File: config.mk
export PLATFORM = sky130hd
export DESIGN_NAME = fir_sample_capture
export DESIGN_NICKNAME = d
export VERILOG_FILES = /design/src/rtl/fir_sample_capture_pkg.sv /design/src/rtl/fir_sample_capture_sample_ram.sv /design/src/rtl/fir_sample_capture.sv
export SDC_FILE = /design/constraint.sdc
export NUM_CORES = 1
export LEC_CHECK = 0
export CAP_MARGIN = 15
export CORE_UTILIZATION = 40
export DETAILED_ROUTE_END_ITERATION = 8
export SLEW_MARGIN = 10
export SYNTH_ARGS = -nofsm -noshare
export SYNTH_HDL_FRONTEND = slang
export SYNTH_HIERARCHICAL = 1
export SYNTH_SLANG_ARGS = --single-unit
File: constraint.sdc
create_clock -name CLK -period 7.1 [get_ports CLK]
set_input_delay 1.42 -clock CLK [delete_from_list [all_inputs] [get_ports CLK]]
set_output_delay 1.42 -clock CLK [all_outputs]
set_load 0.05 [all_outputs]
File: src/rtl/fir_sample_capture_pkg.sv
// Shared types and constants for the FIR output capture path.
// Sample width and orientation must track the FIR filter output.
package fir_sample_capture_pkg;

   localparam int SAMPLE_W      = 16;
   localparam int CAPTURE_DEPTH = 16;

   // Bit 0 is the MSB, matching the filter's bit ordering.
   typedef logic [0:SAMPLE_W-1] sample_t;

endpackage

File: src/rtl/fir_sample_capture_sample_ram.sv
// Simple dual-port sample store: synchronous write, registered read.
// Written so it maps onto block RAM or distributed RAM.
module sample_ram #(
   parameter int DATA_W = 16,
   parameter int DEPTH  = 16,
   parameter int ADDR_W = 4
) (
   input  logic              i_clk,
   input  logic              i_we,
   input  logic [ADDR_W-1:0] i_waddr,
   input  logic [0:DATA_W-1] i_wdata,
   input  logic              i_re,
   input  logic [ADDR_W-1:0] i_raddr,
   output logic [0:DATA_W-1] o_rdata
);

   logic [0:DATA_W-1] r_mem [DEPTH];
   logic [0:DATA_W-1] r_rdata;

   // Read-first: a read and write to the same slot on one edge returns the old word.
   always_ff @(posedge i_clk) begin
      if (i_we) begin
         r_mem[i_waddr] <= i_wdata;
      end
      if (i_re) begin
         r_rdata <= r_mem[i_raddr];
      end
   end

   assign o_rdata = r_rdata;

endmodule

File: src/rtl/fir_sample_capture.sv
// Circular capture buffer for the FIR output stream with a one-cycle
// request/valid read port and a sticky overrun flag.
module fir_sample_capture
   import fir_sample_capture_pkg::*;
#(
   parameter int DATA_W = SAMPLE_W,
   parameter int DEPTH  = CAPTURE_DEPTH,
   parameter int ADDR_W = $clog2(DEPTH)
) (
   input  logic              CLK,
   input  logic              RSTn,
   input  logic              Data_valid,
   input  logic [0:DATA_W-1] DataOut,
   input  logic              rd_req,
   output logic [0:DATA_W-1] rd_data,
   output logic              rd_valid,
   output logic              empty,
   output logic              full,
   output logic [ADDR_W:0]   count,
   output logic              overflow,
   input  logic              clr_ovf
);

   localparam logic [ADDR_W:0]   CNT_ONE  = (ADDR_W+1)'(1);
   localparam logic [ADDR_W:0]   CNT_FULL = (ADDR_W+1)'(DEPTH);
   localparam logic [ADDR_W-1:0] PTR_ONE  = ADDR_W'(1);

   logic [ADDR_W-1:0] r_wr_ptr;
   logic [ADDR_W-1:0] r_rd_ptr;
   logic [ADDR_W:0]   r_count;
   logic              r_empty;
   logic              r_full;
   logic              r_rd_valid;
   logic              r_overflow;
   logic              r_rd_zero;

   logic              w_rd_acc;
   logic              w_wr_acc;
   logic              w_drop;
   logic [ADDR_W:0]   w_count_nxt;
   logic [0:DATA_W-1] w_ram_rdata;

   // Read handshake: rd_req is accepted on an edge where empty=0; the sample
   // appears on rd_data with rd_valid high for exactly the next cycle. There is
   // no back-pressure, and a request while empty is silently ignored.
   assign w_rd_acc = RSTn & rd_req & ~r_empty;
   assign w_wr_acc = RSTn & Data_valid & (~r_full | w_rd_acc);
   assign w_drop   = Data_valid & r_full & ~w_rd_acc;

   always_comb begin
      w_count_nxt = r_count;
      if (w_wr_acc && !w_rd_acc) begin
         w_count_nxt = r_count + CNT_ONE;
      end else if (w_rd_acc && !w_wr_acc) begin
         w_count_nxt = r_count - CNT_ONE;
      end
   end

   always_ff @(posedge CLK) begin
      if (!RSTn) begin
         r_wr_ptr   <= '0;
         r_rd_ptr   <= '0;
         r_count    <= '0;
         r_empty    <= 1'b1;
         r_full     <= 1'b0;
         r_rd_valid <= 1'b0;
         r_overflow <= 1'b0;
         r_rd_zero  <= 1'b1;
      end else begin
         if (w_wr_acc) begin
            r_wr_ptr <= r_wr_ptr + PTR_ONE;
         end
         if (w_rd_acc) begin
            r_rd_ptr  <= r_rd_ptr + PTR_ONE;
            r_rd_zero <= 1'b0;
         end
         r_count    <= w_count_nxt;
         r_empty    <= (w_count_nxt == '0);
         r_full     <= (w_count_nxt == CNT_FULL);
         r_rd_valid <= w_rd_acc;
         // A drop on the same edge as clr_ovf keeps the flag set.
         if (w_drop) begin
            r_overflow <= 1'b1;
         end else if (clr_ovf) begin
            r_overflow <= 1'b0;
         end
      end
   end

   sample_ram #(
      .DATA_W (DATA_W),
      .DEPTH  (DEPTH),
      .ADDR_W (ADDR_W)
   ) u_sample_ram (
      .i_clk   (CLK),
      .i_we    (w_wr_acc),
      .i_waddr (r_wr_ptr),
      .i_wdata (DataOut),
      .i_re    (w_rd_acc),
      .i_raddr (r_rd_ptr),
      .o_rdata (w_ram_rdata)
   );

   // The RAM read register has no reset, so mask it until the first read after reset.
   assign rd_data  = r_rd_zero ? '0 : w_ram_rdata;
   assign rd_valid = r_rd_valid;
   assign empty    = r_empty;
   assign full     = r_full;
   assign count    = r_count;
   assign overflow = r_overflow;

endmodule

-- After elaboration in Yosys (flattened, before gate mapping)
Memories as Yosys holds them, arrays and structs flattened. A register that Yosys moved wholly into a read port is not among the register bits.
Index checks and enable logic that the tools add are counted.
- flip-flop bits (word level): 18
- bits in writable memories: 256
- input bits: 21
- output and inout bits: 25
- logic and storage cells: 37
- memories kept: 1
- add/subtract/negate cells: 4
- equality and inequality tests: 1
- muxes and demuxes: 7
- bitwise operators: 10
- reductions and logical operators: 6
- memories (memory ; words ; bits a word ; read ports ; clocked after memory_dff ; wr ports ; line ; source):
    u_sample_ram.r_mem ; 16 ; 16 ; 1 ; 1 ; 1 ; fir_sample_capture_sample_ram.sv:17 ; logic [0:DATA_W-1] r_mem [DEPTH];
- operators with widths (kind ; count):
    2-to-1 mux 16 bit ; 1
    2-to-1 mux 5 bit ; 2
    adder 4 x 1 -> 4 bit (second input constant) ; 2
    AND 1 bit ; 6
    adder 5 x 1 -> 5 bit (second input constant) ; 1
    equality test 5 bit (second input constant) ; 1
    logical NOT 5 bit ; 1
    subtractor 5 x 1 -> 5 bit (second input constant) ; 1
    2-to-1 mux 1 bit ; 4
    NOT 1 bit ; 3
    logical AND 1 bit ; 2
    logical NOT 1 bit ; 2
    nonzero test 2 bit ; 1
    OR 1 bit ; 1

-- Depth between registers and ports, before layout
Gate-level depths: netlist of run 1.
- depth in word-level cells: 9
- gate-level depth with buffers: 7
- depth with buffers taken out: 7

-- By module
Netlist of run 1, hierarchy kept.
- modules (own cells, without submodules) (module ; times used ; cells each ; area an instance (sq um) ; sequential area each (sq um)):
    sample_ram ; 1 ; 432 ; 10203.5 ; 8167.8
    fir_sample_capture ; 1 ; 112 ; 1014.7 ; 360.3

-- Worst setup path before layout of run 1
No wires, ideal clock.
- path kind: in2reg
- start: input rd_req
- end: memory u_sample_ram/r_mem[0][0] in the netlist's numbering (enable)
- arrival: 3.543 ns
- data required time: 6.691 ns
- slack: 3.148 ns
- cell stages on the path: 5
- buffers on the path: 1
- cell sequence: nand2b_1 > buf_6 > a21oi_2 > or3b_2 > nor3_1
- word-level cells in the longest chain between the ends: 6
- RTL lines (what ; line ; source):
    start, declared ; fir_sample_capture.sv:14 ; input logic rd_req,
    AND 1 bit (2 in series) ; fir_sample_capture.sv:46 ; assign w_rd_acc = RSTn & rd_req & ~r_empty;
    OR 1 bit ; fir_sample_capture.sv:47 ; assign w_wr_acc = RSTn & Data_valid & (~r_full | w_rd_acc);
    AND 1 bit ; fir_sample_capture.sv:47 ;
    via w_wr_acc ; fir_sample_capture.sv:38 ; logic w_wr_acc;
    2-to-1 mux 1 bit ; fir_sample_capture_sample_ram.sv:22 ; if (i_we) begin
    2-to-1 mux 1 bit (implied by the code) ; fir_sample_capture_sample_ram.sv:23 ; r_mem[i_waddr] <= i_wdata;
    end, declared ; fir_sample_capture_sample_ram.sv:17 ;
The timed path passes the listed nets, and every way through them passes these cells.

-- Worst setup path in the final report of run 1
- start: input RSTn
- end: memory u_sample_ram/r_mem[3][0] in the netlist's numbering (enable)
- word-level cells in the longest chain between the ends: 6
- elaborated cells on any way between the ends: 7
- those cells by class: mux (2); bitwise (5)
- RTL lines (what ; line ; source):
    start, declared ; fir_sample_capture.sv:11 ; input logic RSTn,
    AND 1 bit (2 in series) ; fir_sample_capture.sv:46 ;
    OR 1 bit ; fir_sample_capture.sv:47 ;
    AND 1 bit (*) ; fir_sample_capture.sv:47 ;
    via w_wr_acc ; fir_sample_capture.sv:38 ;
    2-to-1 mux 1 bit (*) ; fir_sample_capture_sample_ram.sv:22 ;
    2-to-1 mux 1 bit (implied by the code) (*) ; fir_sample_capture_sample_ram.sv:23 ;
Mark *: on every way through the listed nets, which the timed path passes. The rest lies on a longest branch.

==> results of run 1 <==
-- worst max path at each step --
stage                                endpoint  slack, ns  depth (start not counted)
finish               u_sample_ram/r_mem[3][0]       2.97                          5
global route         u_sample_ram/r_mem[3][3]       2.73                          5
CTS                 u_sample_ram/r_mem[3][11]       3.02                          5
detailed placement   u_sample_ram/r_mem[3][8]       2.41                          5
global placement     u_sample_ram/r_mem[8][6]       2.49                          5
floorplan            u_sample_ram/r_mem[0][0]       3.15                          5
-- worst reg2reg max path: cells and delay by family, from the launching register on --
kind	cells	cell delay, ns
buffers and inverters	1	0.67
AO/OA/AOI/OAI	1	0.50
AND/OR/NAND/NOR	1	0.12
multiplexers	1	0.73
flip-flops	1	0.81
-- logic make-up after synthesis --
kind of cell,after synthesis
xor+xnor,8
fa+ha+maj,4
mux,65
buf+inv,29
compound gates,46
flops,290
simple gates,102
-- layout by cell type, fill, tap and decap left out, drive strengths merged, types with 2 or more instances in the layout --
cell type / n
nand2b: 4
nand3b: 2
ha: 4
a22oi: 32
clkdlybuf4s50: 45
o21ai: 2
buf: 9
a31oi: 2
nand2: 29
clkbuf: 45
a21boi: 2
nand4: 3
and3: 3
nor2b: 21
dfxtp: 18
clkinv: 10
edfxtp: 272
and4bb: 2
nor3b: 2
mux4: 64
inv: 4
a21oi: 3
nor2: 16
xnor2: 7
and2: 11
nor3: 4
and3b: 2
-- sequential cells by signal, summed over array words and instances (netlist names) --
signal                flops
overflow                  1
empty                     1
u_sample_ram/r_mem      256
r_rd_zero                 1
rd_valid                  1
r_wr_ptr                  4
full                      1
u_sample_ram/o_rdata     16
count                     5
r_rd_ptr                  4
-- per-layer routing --
metal,part of all wire,global-route usage
met1,0.43,0.240
met4,0.024,0.0497
met3,0.054,0.0238
met5,0,0
met2,0.50,0.297
-- per-stage QoR --
stage / setup slack [ns] / area, um^2 / power (mW) / utilization / hold WS (ns)
6_report: 2.97 / 13000 / 3.61 / 0.478 / 0.518
3_3_place_gp: 2.49 / 12100 / 2.19 / 0.444 / 0.494
4_1_cts: 3.02 / 13000 / 3.65 / 0.478 / 0.521
3_5_place_dp: 2.41 / 12100 / 2.19 / 0.444 / 0.510
2_1_floorplan: 3.15 / 11200 / 2.10 / - / 0.471
5_1_grt: 2.73 / 13000 / 3.72 / 0.478 / 0.543
-- cell type report --
type,count,area (um^2),share of cell area
Multi-Input combinational cell,225,2580,0.198
Sequential cell,290,8530,0.655
Clock inverter,11,98.8,0.00758
Tap cell,372,465,0.0357
Timing Repair Buffer,54,518,0.0397
Inverter,4,15.0,0.00115
Clock buffer,45,827,0.0634
-- power groups by stage --
stage	clock network (mW)	registers, mW	logic [mW]
final	1.46	1.92	0.233
after CTS	1.49	1.92	0.236
after global routing	1.55	1.92	0.247
after global placement	0	1.96	0.232
after detailed placement	0	1.96	0.236
after floorplan	0	1.95	0.150
==> results.json, run 1 <==
{
  "path_delay_family": "simple AND/OR/NAND/NOR gates",
  "crit_path_start": "RSTn",
  "worstRegToRegCells": 4,
  "rsz0062_at_grt": "no",
  "p_seq_frac": 0.532,
  "synth.most_common_cell": "edfxtp_1",
  "grt_max_degree": 65,
  "synth.avg_cell_area_um2": 20.6,
  "r2r-end": "u_sample_ram/o_rdata[12]",
  "ys_ff_latch": 290,
  "path_cells": "clkdlybuf4s50_1, nand2_1, a21oi_2, or3b_2, nor2_2",
  "reg2reg_from": "r_rd_ptr[0]",
  "cap_violations": 0,
  "outcome": "finished clean",
  "synth_common_cells": "272 x edfxtp_1, 54 x mux4_2, 32 x a22oi_1",
  "clock-sinks": 290,
  "numCtsBuffers": 30,
  "min_delay_path_depth": 2,
  "cts.path.max_buffers": 3,
  "synth-async-reset-ratio": 0,
  "first_pass_iters": 5,
  "clk_pin_slew_worst_paths_ns": 0.06,
  "setup_viol": 0,
  "insertion_delay_ns": 0.58,
  "ctsHoldBuffers": 0,
  "synth_compound_area_frac": 0.0316,
  "portBuffers": 45,
  "cts_root_buf": "clkbuf_16",
  "grt_pass1_vias": 5588,
  "cts_tree": "yes",
  "p_int_mw": 2.83,
  "drt_iter0_markers": 459,
  "cp-start-kind": "input pin",
  "whs_endpoint": "r_rd_ptr[1]",
  "seq_area_frac_synth": 0.760,
  "clock_power_share": 0.403,
  "required_ns": 7.30,
  "via_per_inst": 5.41,
  "p_sw_mw": 0.778,
  "synth.largest_area_cell": "edfxtp_1",
  "synthSimpleGateAreaFrac": 0.0501,
  "instances_no_fill": 1001,
  "worstPathArrival_ns": 4.32,
  "synthAdderAreaFrac": 0.00446,
  "slowest_stage": "clkdlybuf4s50_1",
  "p_leak_nw": 4.00,
  "rows": 60,
  "ys.flop_type": "edfxtp_1",
  "synth_top_area_frac": 0.728,
  "synth_area_leaders": "edfxtp_1 73%, mux4_2 11%, dfxtp_1 3.2%",
  "drv_slew": 0,
  "synthMuxAreaShare": 0.133,
  "die_w_um": 169,
  "drc": 0,
  "place_congestion": 0.765,
  "track_usage": 0.176,
  "crit_type": "in2reg",
  "hold_class": "reg2reg",
  "combPwrFrac": 0.065,
  "synth_edf_count": 272,
  "grt_remaining_overflow": 0,
  "slowest_delay_ns": 0.94,
  "cts-htree-levels": 1,
  "fin_skew_ns": 0.0427,
  "drtAntennaViolNets": 0,
  "power_density_nw_per_um2": 277,
  "n_fill_cell": 2231,
  "vias": 5420,
  "hpwlAfterDp_um": 14800,
  "relSlewSlack": 0.258,
  "finalSetupTns_ns": 0,
  "synth_cells": 544,
  "ys_types": 44,
  "endpoint_kind": "register",
  "antenna_found_initial": 1,
  "drive_gt1_frac": 0.207,
  "min_period_over_period": 0.581,
  "n_antenna_cell": 0,
  "path_max_fanout": 25,
  "post_cts_buffers": 0,
  "worst_slew_pin_slew_ns": 1.11,
  "dieArea_um2": 28700,
  "grt_pass1_wl_um": 35800,
  "syn_to_final_growth_pct": 16.2,
  "ios": 46,
  "finalHoldViolations": 0,
  "dp_cells": 945,
  "ys_warn_count": 6,
  "hold_start": "r_rd_ptr[1]",
  "drt_wl_total_um": 24400,
  "fmax_ghz": 0.242,
  "fin_nets": 630,
  "ir_drop_mv": 0.174,
  "syn-num-nets": 569,
  "synth_top_family_by_area": "multiplexers",
  "worst-path-buf-inv": 1,
  "initial_core_util": 0.412,
  "wire_per_inst_um": 24.4,
  "die_h_um": 169,
  "synthXorXnorAreaFrac": 0.00625,
  "period_needed_ns": 4.13,
  "swShare": 0.216,
  "coreArea_um2": 27300,
  "r2r_slack_ns": 4.00,
  "syn_area_um2": 11200,
  "post_cts_resized": 0
}
Power figures use the tool's default switching activity.
==> run 2, diff against run 1 <==
Clock period 7.1 ns to 4.17 ns, I/O delays scaled along.
==> run 2 against run 1 <==
  * Count of clock-buffer cells in the layout is 8 lower
  * Hold slack improved by 0.0062 ns
  * First-iteration DRC count up 7.2%
  * Final area rose by 1.3%
  * Via count increased by 1.1%
  * Clock power is 75% higher
  * Power increased by 72%
  * Die area is the same
  * Setup slack worse by 1.9 ns
  * Clock skew is 0.032 ns lower
  * Sequential power grew 70%
  * Register-to-register slack lost 2.5 ns
  * Critical endpoint is now u_sample_ram/r_mem[2][0]
==> results.json, run 2 (synthesis gave the netlist of run 1 again) <==
{
  "outcome": "finished clean",
  "met1_usage": 0.244,
  "final_common_cell": "edfxtp_1",
  "clk_pin_slew_worst_paths_ns": 0.06,
  "track_usage": 0.159,
  "grt_pass1_wl_um": 33900,
  "mostFrequentLayoutCells": "272 x edfxtp_1, 54 x mux4_2, 45 x clkdlybuf4s50_1, 32 x a22oi_1, 30 x clkbuf_16",
  "busiest_layer": "met1",
  "path_max_fanout": 9,
  "die_h_um": 169,
  "combPwrFrac": 0.063,
  "relSlewSlack": 0.415,
  "finalSetupTns_ns": 0,
  "met3_usage": 0.0313,
  "p_seq_frac": 0.525,
  "die_w_um": 169,
  "use_met2": 0.235,
  "post_cts_buffers": 0,
  "fin_nets": 646,
  "finalHoldViolations": 0,
  "clock_power_share": 0.411,
  "grt_pass1_vias": 5519,
  "endpoint_kind": "register",
  "drv_slew": 0,
  "ir_drop_mv": 0.344,
  "ios": 46,
  "period_needed_ns": 3.10,
  "crit_type": "in2reg",
  "syn_to_final_growth_pct": 17.7,
  "cts.path.max_buffers": 3,
  "largest_register_ffs": 256,
  "portBuffers": 45,
  "rows": 60,
  "n_antenna_cell": 0,
  "p_sw_mw": 1.31,
  "drt_iter0_markers": 492,
  "via_per_inst": 5.39,
  "fin_skew_ns": 0.0106,
  "p_leak_nw": 4.11,
  "place_congestion": 0.792,
  "post_cts_resized": 0,
  "multiInputGateArea_um2": 2580,
  "vias": 5481,
  "p_int_mw": 4.90,
  "rsz0062_at_grt": "no",
  "seq_area_um2": 8530,
  "n_fill_cell": 2219,
  "worst_slew_pin_slew_ns": 0.878,
  "clock-sinks": 290,
  "drc": 0,
  "grt_max_degree": 37,
  "wire_per_inst_um": 21.7,
  "top_register": "u_sample_ram/r_mem",
  "grt_remaining_overflow": 0,
  "instances_no_fill": 1017,
  "cp-start-kind": "input pin",
  "power_density_nw_per_um2": 470,
  "ctsHoldBuffers": 0,
  "dp_cells": 961,
  "first_pass_iters": 5,
  "cts_root_buf": "clkbuf_16",
  "drtAntennaViolNets": 0,
  "antenna_found_initial": 0,
  "numCtsBuffers": 30,
  "cts_tree": "yes",
  "dieArea_um2": 28700,
  "cap_violations": 0,
  "hold_class": "reg2reg",
  "initial_core_util": 0.412,
  "swShare": 0.210,
  "r2r_slack_ns": 1.47,
  "cts-htree-levels": 1,
  "hpwlAfterDp_um": 14400,
  "drive_gt1_frac": 0.229,
  "worstPathArrival_ns": 3.35,
  "setup_viol": 0,
  "fin_util": 0.485,
  "drt_wl_total_um": 22100,
  "required_ns": 4.42,
  "insertion_delay_ns": 0.54,
  "min_period_over_period": 0.744,
  "coreArea_um2": 27300,
  "fmax_ghz": 0.322
}
run 2: layout make-up:
cell class                 count  share of cell area
multi-input combinational    225               0.195
tap                          372              0.0352
clock buffer                  37              0.0588
sequential                   290               0.646
clock inverter                19              0.0134
inverter                       4             0.00114
timing repair buffer          70              0.0502
run 2: per-layer routing:
metal  vias to the layer above  share of wire
met5                         -              0
met4                         0          0.015
met3                        29          0.066
met2                       168           0.45
met1                      2895           0.47
li1                       2389              -
run 2: power by group through the flow:
stage,logic [mW],registers (mW),clock network [mW]
floorplan,0.255,3.31,0
global placement,0.392,3.32,0
detailed placement,0.399,3.32,0
CTS,0.400,3.26,2.63
global route,0.424,3.27,2.73
finish,0.394,3.26,2.55
run 2: worst paths after layout:
| kind | start | to | depth (start not counted) |
|---|---|---|---|
| hold / removal | overflow | overflow | 2 |
| setup reg to reg | empty | u_sample_ram/r_mem[2][0] | 5 |
| hold reg to reg | overflow | overflow | 2 |
| setup / recovery | rd_req | u_sample_ram/r_mem[2][0] | 6 |
run 2: worst max-delay path: stages:
cell and delay, ns:
clkdlybuf4s50_1 0.52, nand2b_1 0.23, a21oi_2 0.53, or3b_2 0.58
nor2_2 0.39, buf_4 0.27
run 2: metrics by stage:
stage / worst slack (ns) / hold WS [ns] / instance area (um^2) / total power [mW]
2_1_floorplan: 0.804 / 0.471 / 11200 / 3.57
5_1_grt: 0.938 / 0.556 / 13200 / 6.42
6_report: 1.07 / 0.524 / 13200 / 6.21
4_1_cts: 1.11 / 0.525 / 13200 / 6.29
3_3_place_gp: 0.648 / 0.500 / 12300 / 3.71
3_5_place_dp: 0.543 / 0.508 / 12300 / 3.72
==> run 3, diff against run 2 <==
Clock period 4.17 ns to 3 ns, I/O delays scaled along.
==> run 3 against run 2 <==
  * Final cell count is 0.69% higher
  * Count of clock-buffer cells in the layout fell by 4
  * Die area did not move
  * Sequential share of layout area is 0.63 points lower
  * Global-route usage increased by 0.86 points
  * Utilization is 0.48 points higher
  * Sequential power is 39% higher
  * Largest cell class unchanged
==> results.json, run 3 (synthesis gave the netlist of run 1 again) <==
{
  "place_area_um2": 12400,
  "finalSetupTns_ns": 0,
  "n_fill_cell": 2209,
  "fin_skew_ns": 0.0129,
  "post_cts_buffers": 0,
  "hold_start": "overflow",
  "dp_cells": 970,
  "path_max_fanout": 13,
  "swShare": 0.206,
  "cts_tree": "yes",
  "r2r-end": "u_sample_ram/r_mem[0][14]",
  "cap_violations": 0,
  "drt_iter0_markers": 516,
  "grt_pass1_vias": 5714,
  "p_leak_nw": 4.17,
  "drt_wl_total_um": 23100,
  "power_density_nw_per_um2": 655,
  "grt_max_degree": 68,
  "min_delay_path_depth": 2,
  "worstRegToRegCells": 5,
  "die_w_um": 169,
  "top_register": "u_sample_ram/r_mem",
  "dieArea_um2": 28700,
  "finalHoldViolations": 0,
  "rows": 60,
  "instances_no_fill": 1024,
  "via_per_inst": 5.37,
  "place_congestion": 0.804,
  "track_usage": 0.167,
  "clock_power_share": 0.417,
  "cts_root_buf": "clkbuf_16",
  "antenna_found_initial": 0,
  "required_ns": 2.40,
  "coreArea_um2": 27300,
  "drtAntennaViolNets": 0,
  "fmax_ghz": 0.352,
  "min_period_over_period": 0.947,
  "power.total_mw": 8.74,
  "rsz0062_at_grt": "no",
  "syn_to_final_growth_pct": 18.9,
  "hpwlAfterDp_um": 14500,
  "cp-start-kind": "register",
  "p_int_mw": 6.93,
  "reg2reg_from": "empty",
  "fin_nets": 654,
  "cts-htree-levels": 1,
  "final_common_cell": "edfxtp_1",
  "grt_pass1_wl_um": 35000,
  "initial_core_util": 0.412,
  "largest_register_ffs": 256,
  "numCtsBuffers": 29,
  "relSlewSlack": 0.394,
  "whs_endpoint": "overflow",
  "drc": 0,
  "vias": 5500,
  "ios": 46,
  "crit_type": "reg2out",
  "final_area_um2": 13300,
  "combPwrFrac": 0.065,
  "first_pass_iters": 6,
  "period_needed_ns": 2.84,
  "n_antenna_cell": 0,
  "hold_class": "reg2reg",
  "grt_remaining_overflow": 0,
  "wire_per_inst_um": 22.6,
  "ctsHoldBuffers": 0,
  "clock-sinks": 290,
  "die_h_um": 169,
  "p_seq_frac": 0.518,
  "worstPathArrival_ns": 2.24,
  "post_cts_resized": 0,
  "r2r_slack_ns": 0.86,
  "portBuffers": 45,
  "drv_slew": 0,
  "p_sw_mw": 1.80,
  "mostFrequentLayoutCells": "272 x edfxtp_1, 54 x mux4_2, 45 x clkdlybuf4s50_1, 32 x a22oi_1",
  "endpoint_kind": "output port",
  "insertion_delay_ns": 0.54,
  "ir_drop_mv": 0.429,
  "setup_viol": 0,
  "outcome": "finished clean",
  "clk_pin_slew_worst_paths_ns": 0.06,
  "cts.path.max_buffers": 3,
  "worst_slew_pin_slew_ns": 0.910,
  "drive_gt1_frac": 0.247
}
-- run 3: cell count changes in the layout (fill, tap and decap cells not counted), sizes merged --
cell / before / now
buf: 25 / 34
bufinv: 3 / 5
clkbuf: 37 / 33
clkinv: 14 / 12
clkinvlp: 1 / 3
-- run 3: worst max path at each step --
stage	cells after the start	slack, ns	end	from
after floorplan	5	0.14	u_sample_ram/r_mem[4][0]	empty
after global placement	6	0.22	u_sample_ram/r_mem[2][13]	rd_req
after detailed placement	6	0.17	u_sample_ram/r_mem[0][13]	rd_req
after CTS	3	0.11	rd_data[11]	r_rd_zero
after global routing	3	0.08	rd_data[11]	r_rd_zero
final	3	0.16	rd_data[11]	r_rd_zero
-- run 3: metal layers --
layer	global-route usage	share of wire	vias up	routed length, um
li1	-	-	2414	-
met1	0.236	0.44	2904	10200
met2	0.272	0.49	153	11300
met3	0.0233	0.053	29	1230
met4	0.0501	0.019	0	444
met5	0	0	-	0
-- run 3: final cells by class --
| class | count | area [um^2] | area share |
|---|---|---|---|
| Multi-Input combinational cell | 225 | 2580 | 0.193 |
| Sequential cell | 290 | 8530 | 0.640 |
| Timing Repair Buffer | 79 | 768 | 0.0576 |
| Tap cell | 372 | 465 | 0.0349 |
| Inverter | 4 | 15.0 | 0.00113 |
| Clock buffer | 33 | 741 | 0.0555 |
| Clock inverter | 21 | 238 | 0.0178 |
-- run 3: stage by stage --
stage,setup slack (ns),hold slack (ns),utilization
after detailed placement,0.174,0.517,0.454
after global placement,0.224,0.496,0.454
after floorplan,0.138,0.471,-
after global routing,0.0833,0.546,0.489
after CTS,0.106,0.535,0.489
final,0.159,0.537,0.489
-- run 3: power by group through the flow --
| stage | Sequential, mW | Clock (mW) | Combinational (mW) |
|---|---|---|---|
| 4_1_cts | 4.52 | 3.73 | 0.582 |
| 5_1_grt | 4.53 | 3.87 | 0.616 |
| 3_5_place_dp | 4.61 | 0 | 0.580 |
| 2_1_floorplan | 4.61 | 0 | 0.354 |
| 6_report | 4.52 | 3.64 | 0.571 |
| 3_3_place_gp | 4.60 | 0 | 0.570 |
-- run 3: worst max-delay path, stage by stage, from the launching register on --
cell,delay (ns)
dfxtp_1,0.42
buf_4,0.27
nor2b_1,0.18
clkdlybuf4s50_1,0.82
